**config.mk**
```make
export PLATFORM = sky130hd
export DESIGN_NAME = dcm_ps_stepper
export DESIGN_NICKNAME = d
export VERILOG_FILES = /design/src/rtl/dcm_ps_stepper.sv
export SDC_FILE = /design/constraint.sdc
export NUM_CORES = 1
export LEC_CHECK = 0
export CORE_MARGIN = 4
export CORE_UTILIZATION = 60
export DETAILED_ROUTE_END_ITERATION = 12
export PLACE_DENSITY = 0.93
export SETUP_SLACK_MARGIN = 0.15
export SYNTH_ARGS = -nofsm -noshare
export SYNTH_HDL_FRONTEND = slang
export SYNTH_SLANG_ARGS = --single-unit
```
**constraint.sdc**
```tcl
create_clock -name psclk -period 6.5 [get_ports psclk]
set_input_delay 0.975 -clock psclk [delete_from_list [all_inputs] [get_ports psclk]]
set_output_delay 0.975 -clock psclk [all_outputs]
set_load 0.03 [all_outputs]
```
**src/rtl/dcm_ps_stepper.sv**
```systemverilog
// DCM variable phase-shift stepper.
// Walks the DCM fine phase offset one PSEN step at a time toward a clamped signed target.
// It tracks the offset applied by completed steps and flags timeout and lock loss.
// Everything runs in the PSCLK domain. All outputs are registered.
module dcm_ps_stepper #(
  parameter int          PS_MIN  = -255,
  parameter int          PS_MAX  = 255,
  parameter int unsigned TIMEOUT = 1024
) (
  input  logic       psclk,
  input  logic       rst,
  input  logic       locked,
  input  logic       psdone,
  input  logic       go,
  input  logic [9:0] target,
  output logic       psen,
  output logic       psincdec,
  output logic [9:0] current,
  output logic       busy,
  output logic       done,
  output logic       err
);

  localparam int unsigned CntW = (TIMEOUT > 2) ? $clog2(TIMEOUT) : 1;
  localparam logic [CntW-1:0] CntLast = CntW'(TIMEOUT - 1);

  typedef enum logic [2:0] {
    StIdle,
    StWaitLock,
    StCompare,
    StIssue,
    StWaitDone,
    StFault
  } state_e;

  state_e             state_q, state_d;
  logic signed [9:0]  tgt_q, tgt_d;
  logic signed [9:0]  cur_q, cur_d;
  logic [CntW-1:0]    cnt_q, cnt_d;
  logic               inc_q, inc_d;
  logic               err_q, err_d;
  logic               psen_q, psen_d;
  logic               busy_q, busy_d;
  logic               done_q, done_d;

  // Saturate a raw two's-complement request into the legal offset window.
  function automatic logic signed [9:0] clamp(input logic [9:0] t);
    int v;
    v = int'($signed(t));
    if (v < PS_MIN) begin
      v = PS_MIN;
    end else if (v > PS_MAX) begin
      v = PS_MAX;
    end
    return v[9:0];
  endfunction

  // Next-state, step bookkeeping and look-ahead of the registered outputs.
  always_comb begin
    state_d = state_q;
    tgt_d   = tgt_q;
    cur_d   = cur_q;
    cnt_d   = cnt_q;
    inc_d   = inc_q;
    err_d   = err_q;

    if (go) begin
      tgt_d = clamp(target);
    end

    case (state_q)
      StIdle, StFault: begin
        if (go) begin
          state_d = StWaitLock;
          err_d   = 1'b0;
        end
      end
      StWaitLock: begin
        if (locked) begin
          state_d = StCompare;
        end
      end
      StCompare: begin
        if (cur_q == tgt_q) begin
          // DONE was raised by look-ahead for this very cycle.
          state_d = StIdle;
        end else if (!locked) begin
          state_d = StWaitLock;
          cur_d   = '0;
        end else begin
          inc_d   = (cur_q < tgt_q);
          state_d = StIssue;
        end
      end
      StIssue: begin
        cnt_d = '0;
        if (!locked) begin
          state_d = StWaitLock;
          cur_d   = '0;
        end else begin
          state_d = StWaitDone;
        end
      end
      StWaitDone: begin
        // Lock loss wins over a simultaneous PSDONE: a relocked DCM restarts at zero.
        if (!locked) begin
          state_d = StWaitLock;
          cur_d   = '0;
        end else if (psdone) begin
          cur_d   = inc_q ? (cur_q + 10'sd1) : (cur_q - 10'sd1);
          state_d = StCompare;
        end else if (cnt_q == CntLast) begin
          state_d = StFault;
        end else begin
          cnt_d = cnt_q + 1'b1;
        end
      end
      default: begin
        state_d = StIdle;
      end
    endcase

    if (state_d == StFault && state_q != StFault) begin
      err_d = 1'b1;
    end

    psen_d = (state_d == StIssue);
    busy_d = (state_d != StIdle) && (state_d != StFault);
    done_d = (state_d == StCompare) && (cur_d == tgt_d);
  end

  // State and output registers with synchronous reset.
  always_ff @(posedge psclk) begin
    if (rst) begin
      state_q <= StIdle;
      tgt_q   <= '0;
      cur_q   <= '0;
      cnt_q   <= '0;
      inc_q   <= 1'b0;
      err_q   <= 1'b0;
      psen_q  <= 1'b0;
      busy_q  <= 1'b0;
      done_q  <= 1'b0;
    end else begin
      state_q <= state_d;
      tgt_q   <= tgt_d;
      cur_q   <= cur_d;
      cnt_q   <= cnt_d;
      inc_q   <= inc_d;
      err_q   <= err_d;
      psen_q  <= psen_d;
      busy_q  <= busy_d;
      done_q  <= done_d;
    end
  end

  assign psen     = psen_q;
  assign psincdec = inc_q;
  assign current  = cur_q;
  assign busy     = busy_q;
  assign done     = done_q;
  assign err      = err_q;

endmodule

```
==> results by group, run 1 <==
STA
  – Skew final: ~0.011 ns
  – Slew HR: 0.281
  – Achievable Freq: ~260 MHz
  – Slew @ Worst Pin: around 1.1 ns
  – Minimum clock period: roughly 3.8 ns
  – Final Max Tran Viols: 0
  – Period Utilization, post-route: 0.590
  – Final Hold Viols: 0
  – Finish-stage setup viols: 0
  – Setup tns final: 0 ns
  – RSZ-0062 raised after global routing: false

Synthesis
  – Post-synth cell types: 55
  – Yosys warnings: 0
  – Post-synthesis mux area share: 0.0429
  – Synth Cell Area: between 2000 and 3000 um^2
  – Sequential element share of the synthesized area: 0.296
  – Most used DFF post-synth: dfxtp_1
  – Synth Area in XOR/XNOR: 0.0614
  – Synth Area in Simple Gates: 0.251
  – Synth area leader: dfxtp_1
  – Synthesized net count: about 350
  – Compound-gate portion of the synthesized area: 0.184
  – Gate Count Post-Synth: around 320
  – FF+latch count, synth: 38
  – Share of the synthesized area in the top cell type: 0.296
  – Fraction of registers with async set/reset: 0
  – Post-synth EDFFs: 0
  – Largest cells by area after synthesis: dfxtp_1 30%, ha_1 9.3%, nor2_1 7.0%
  – Largest family of logic cells by synthesized area: simple AND/OR/NAND/NOR gates
  – Area share of fa/ha/maj cells after synthesis: 0.116
  – Avg Cell Area, Syn: 8.12 um^2

Clock tree
  – Post-cts resize count: 0
  – CTS tree: yes
  – Worst-Skew Late Latency: 0.30 ns
  – Post-CTS Hold Fix Bufs: 0
  – H-tree Lvls: 2
  – Cts bufs inserted: 5
  – CTS Root Cell: clkbuf_8
  – Postcts setup bufs: 0
  – CTS Buffer Depth: 2
  – Reg clk slew, reported paths: 0.08 ns
  – TritonCTS Sinks: 38

Power
  – Power Dens Cells: 170 nW/um^2
  – Sequential power share: 0.490
  – NetSw: 141 uW
  – Clock power share: 0.341
  – P_int: 361 uW
  – Switching Share: 0.281
  – Leakage: about 1.1 nW
  – Worst VDD drop: roughly 0.11 mV
  – Gate power share: 0.169

Critical path
  – FF-to-FF End: done
  – Worst EP arrival: between 4 and 5 ns
  – R2r setup slk: just under 3 ns
  – Worst EP required: roughly 6.7 ns
  – Crit Path Category: in2reg
  – Crit. End Element: flop
  – Worst R2R Path Depth: 10
  – RR Startpoint: psincdec
  – Startpoint Class: primary input
  – Worst-path fanout max: 29

Finish
  – Ant diodes: 0
  – Fraction of layout cells with a size suffix above 1: 0.0499
  – FILL cells: 335
  – Finished Layout Cells: 391
  – Area added between synthesis and finish: 15.0%
  – Fin area: between 2000 and 3000 um^2
  – Final nets: around 380

Placed design
  – Placed Cells incl. Taps: 383
  – PortBufs: 29
  – DP HPWL: between 4 and 5 mm
  – Placer Congestion: ~0.9
  – Placement Cell Area: between 2000 and 3000 um^2

Min path
  – Hold-critical path endpoint: err
  – Hold crit path type: reg2reg
  – Hold_sp: err
  – Hold path depth: 2

Drt
  – DR DRC count: 0
  – Routed Antenna Nets: 0
  – DRT iter0 DRCs: 196
  – Drt total wl: 6.41 mm
  – Vias: 2,380
  – DRT Pass-1 Iters: 4
  – Wire length per cell: ~16 um
  – Via/cell ratio: between 6 and 7

Run status
  – Status: finished clean

Global routing
  – Overflow after GRT: 0
  – Gr usage total: 0.254
  – Global-route wire length before repair: around 11 mm
  – Largest net degree at the start of global routing: 30
  – Initial antenna violation count: 0
  – Vias in the first global route: around 2,400

Die
  – Die area: roughly 5400 um^2
  – Die Y-Extent: between 70 and 80 um
  – Core area: 4060 um^2
  – DIE WIDTH: about 73 um
  – Initial Util: 0.632
  – # rows: 23
  – Io pins: 30

Run
  – Max Cap Viol: 0
cell usage after synthesis (2+ instances only):
cell type	number
nor2_1	48
dfxtp_1	38
a21oi_1	19
ha_1	19
inv_1	16
nand2_1	16
o21ai_0	12
mux2i_1	11
xor2_1	11
nand3_1	9
a211oi_1	7
nand2b_1	7
nor2b_1	7
nor3_1	7
xnor2_1	7
and2_1	5
nand4_1	5
a22oi_1	4
buf_1	4
maj3_1	4
o211ai_1	4
o21bai_1	4
or2_2	4
or3_1	4
a31oi_1	3
buf_2	3
clkbuf_1	3
a211o_1	2
a311o_1	2
a311oi_1	2
a32oi_1	2
and3_1	2
nor4_1	2
o21a_1	2
layout make-up:
| cell class | instances | area, um^2 | share of cell area |
|---|---|---|---|
| multi-input combinational | 249 | 1680 | 0.570 |
| sequential | 38 | 761 | 0.258 |
| timing repair buffer | 29 | 290 | 0.0984 |
| clock buffer | 7 | 86.3 | 0.0293 |
| inverter | 17 | 63.8 | 0.0216 |
| tap | 50 | 62.6 | 0.0212 |
| clock inverter | 1 | 5.00 | 0.00170 |
kinds of logic after synthesis:
kind of cell | after synthesis
multiplexers | 11
buffers and inverters | 29
XOR/XNOR | 18
AO/OA/AOI/OAI | 71
AND/OR/NAND/NOR | 125
adder cells (fa/ha/maj) | 24
flip-flops | 38
critical path, stage by stage:
cell and delay (ns):
clkdlybuf4s50_1 0.97, or4b_1 0.73, a221o_1 0.26, or4_1 0.41, nor4_1 0.29, nand4_1 0.14
nor4_2 0.25
per-layer routing:
layer / routed length (um) / up-vias / GRT usage
met4: 159 / 0 / 0.143
li1: - / 1171 / -
met5: 0 / - / 0
met3: 434 / 15 / 0.0547
met1: 2700 / 1108 / 0.301
met2: 3120 / 86 / 0.422
per-stage QoR:
stage / setup slack (ns) / hold slack, ns / power, mW / utilization
CTS: 2.68 / 0.508 / 0.500 / 0.727
global route: 2.53 / 0.544 / 0.519 / 0.727
floorplan: 3.27 / 0.458 / 0.308 / -
detailed placement: 2.40 / 0.494 / 0.334 / 0.705
global placement: 2.49 / 0.469 / 0.331 / 0.705
finish: 2.67 / 0.500 / 0.502 / 0.727
worst max path at each step:
stage	startpoint	to	slack, ns
floorplan	psincdec	done	3.27
global placement	rst	done	2.49
detailed placement	rst	done	2.40
CTS	rst	done	2.68
global route	rst	done	2.53
finish	rst	done	2.67
cell usage in the layout, fill, tap and decap left out, types with 5 or more instances in the layout:
cell | synthesis | final
o21ai_0 | 12 | 12
xor2_1 | 11 | 11
clkbuf_8 | 0 | 6
nand3_1 | 9 | 9
a21oi_1 | 19 | 19
nor3_1 | 7 | 7
and2_1 | 5 | 5
inv_1 | 16 | 16
ha_1 | 19 | 19
nor2_1 | 48 | 48
a211oi_1 | 7 | 7
nor2b_1 | 7 | 7
nand2b_1 | 7 | 7
nand2_1 | 16 | 16
xnor2_1 | 7 | 7
nand4_1 | 5 | 5
dfxtp_1 | 38 | 38
clkdlybuf4s50_1 | 0 | 29
mux2i_1 | 11 | 11
registers in the layout, summed over array words and instances (netlist names):
name and cells:
tgt_q 10, current 10, cnt_q 10, busy 1, psen 1, psincdec 1
done 1, state_q 3, err 1
power by group through the flow:
stage	Combinational, mW	Sequential (mW)	Clock (mW)
after floorplan	0.0586	0.249	0
after global placement	0.0803	0.251	0
final	0.0847	0.246	0.171
after global routing	0.0929	0.246	0.179
after detailed placement	0.0830	0.251	0
after CTS	0.0836	0.245	0.171
No activity file was read; power rests on OpenSTA's default activity.
==> run 2: changes to the inputs <==
Settings changed: CORE_UTILIZATION 60 to 51, PLACE_DENSITY 0.93 to 0.85.
Clock period 6.5 ns to 3.1 ns, I/O delays scaled along.
==> results by group, run 2 (synthesis gave the netlist of run 1 again) <==
STA
  – Period Utilization, post-route: 0.954
  – Final Max Tran Viols: 0
  – Achievable Freq: 338 MHz
  – Finish-stage setup viols: 0
  – RSZ-0062 raised after global routing: true
  – Skew final: 0.00539 ns
  – Minimum clock period: between 2 and 3 ns
  – Setup tns final: 0 ns
  – Final Hold Viols: 0
  – Slew @ Worst Pin: 0.376 ns
  – Slew HR: 0.742

Global routing
  – Vias in the first global route: ~2,500
  – Gr usage total: 0.229
  – Largest net degree at the start of global routing: 29
  – Initial antenna violation count: 0
  – Overflow after GRT: 0
  – Global-route wire length before repair: 11.4 mm

Run
  – Max Cap Viol: 0

Critical path
  – Worst-path fanout max: 5
  – R2r setup slk: 0.14 ns
  – Worst R2R Path Depth: 12
  – RR Startpoint: psincdec
  – Worst EP arrival: roughly 3.2 ns
  – FF-to-FF End: done
  – Crit Path Category: reg2reg
  – Startpoint Class: flop
  – Worst EP required: ~3.3 ns
  – Crit. End Element: flop

Finish
  – Fraction of layout cells with a size suffix above 1: 0.140
  – Area added between synthesis and finish: 27.0%
  – Final nets: between 300 and 400
  – Ant diodes: 0
  – Commonest cells after routing, fill and taps aside: 48 x nor2_1, 37 x dfxtp_1, 29 x clkdlybuf4s50_1, 22 x buf_4, 18 x a21oi_1
  – Finished Layout Cells: roughly 430
  – Most common cell after layout, fill and taps aside: nor2_1

Drt
  – Drt total wl: approximately 6.7 mm
  – DRT iter0 DRCs: between 150 and 200
  – DR DRC count: 0
  – Vias: between 2,000 and 2,500
  – Via/cell ratio: just under 6
  – Routed Antenna Nets: 0
  – DRT Pass-1 Iters: 5
  – Wire length per cell: around 16 um

Die
  – # rows: 25
  – Io pins: 30
  – Core area: around 4800 um^2
  – Initial Util: 0.536
  – DIE WIDTH: between 70 and 80 um
  – Die area: between 6000 and 7000 um^2
  – Die Y-Extent: ~79 um

Clock tree
  – Worst-Skew Late Latency: 0.30 ns
  – CTS Buffer Depth: 2
  – Post-CTS Hold Fix Bufs: 0
  – Cts bufs inserted: 5
  – TritonCTS Sinks: 38
  – CTS tree: yes
  – H-tree Lvls: 2
  – Reg clk slew, reported paths: 0.08 ns
  – CTS Root Cell: clkbuf_8

Power
  – Gate power share: 0.170
  – Leakage: around 1.3 nW
  – Design Power: approximately 1.2 mW
  – Sequential power share: 0.429
  – Switching Share: 0.259
  – P_int: just under 900 uW
  – Worst VDD drop: about 0.3 mV
  – NetSw: slightly above 300 uW
  – Power Dens Cells: 365 nW/um^2
  – Clock power share: 0.400

Placed design
  – Placer Congestion: 1.00
  – Placed Cells incl. Taps: about 420
  – PortBufs: 29
  – DP HPWL: about 5.2 mm

Min path
  – Hold-critical path endpoint: cnt_q[8]
  – Hold path depth: 2
  – Hold crit path type: reg2reg
  – Hold_sp: cnt_q[8]

Run status
  – Status: finished clean
## run 2: cell types whose count changed in the layout (fill, tap and decap cells not counted), moves of 2 or more
cell	change
ha_1	-3
a211oi_2	+2
ha_4	+3
a211oi_1	-2
buf_4	+22
## run 2: worst max-delay path by stage
| stage | slack, ns | startpoint | to |
|---|---|---|---|
| final | 0.14 | psincdec | done |
| after global routing | 0.007 | psincdec | done |
| after CTS | 0.15 | psincdec | done |
| after detailed placement | 0.004 | psdone | done |
| after global placement | 0.07 | psdone | done |
| after floorplan | 0.18 | psincdec | done |
## run 2: repair_timing
action                                  CTS  global route
cloned                                    0             0
pin swaps                                 6             6
resized for setup                         7             2
endpoints found under the setup margin    1             1
setup buffers                             5             2
## run 2: cell type report
type / instances / area, um^2
tap: 67 / 83.8
inverter: 17 / 67.6
sequential: 38 / 764
timing repair buffer: 52 / 467
clock buffer: 6 / 93.8
multi-input combinational: 249 / 1740
clock inverter: 2 / 38.8
fill: 375 / 1530
## run 2: worst max-delay path, cell delays in order, from the launching register on
cell and delay (ns):
dfxtp_4 0.37, clkinvlp_4 0.21, ha_4 0.32, buf_4 0.13
a211oi_2 0.25, buf_4 0.15, o211ai_1 0.10, o2bb2ai_1 0.17
mux2i_1 0.09, or4_1 0.52, nor4_2 0.27, nand4_1 0.15
nor4_2 0.14
## run 2: per-layer routing
metal / vias up / track usage / wire length [um] / share of wire
met2: 87 / 0.411 / 3380 / 0.50
met3: 9 / 0.0454 / 415 / 0.062
met5: - / 0 / 0 / 0
met4: 0 / 0.0773 / 106 / 0.016
met1: 1169 / 0.272 / 2840 / 0.42
li1: 1225 / - / - / -
## run 2: power groups by stage
| stage | clock network, mW | logic [mW] | registers, mW |
|---|---|---|---|
| 3_5_place_dp | 0 | 0.195 | 0.522 |
| 4_1_cts | 0.488 | 0.200 | 0.510 |
| 3_3_place_gp | 0 | 0.191 | 0.521 |
| 2_1_floorplan | 0 | 0.123 | 0.523 |
| 5_1_grt | 0.511 | 0.222 | 0.512 |
| 6_report | 0.477 | 0.203 | 0.511 |
## run 2: per-stage QoR
step	area, um^2	setup WS [ns]	hold WS [ns]	util
2_1_floorplan	2580	0.175	0.458	-
6_report	3260	0.143	0.499	0.681
5_1_grt	3260	0.00653	0.524	0.681
3_5_place_dp	3020	0.00389	0.482	0.630
3_3_place_gp	3020	0.0665	0.468	0.630
4_1_cts	3240	0.155	0.494	0.676
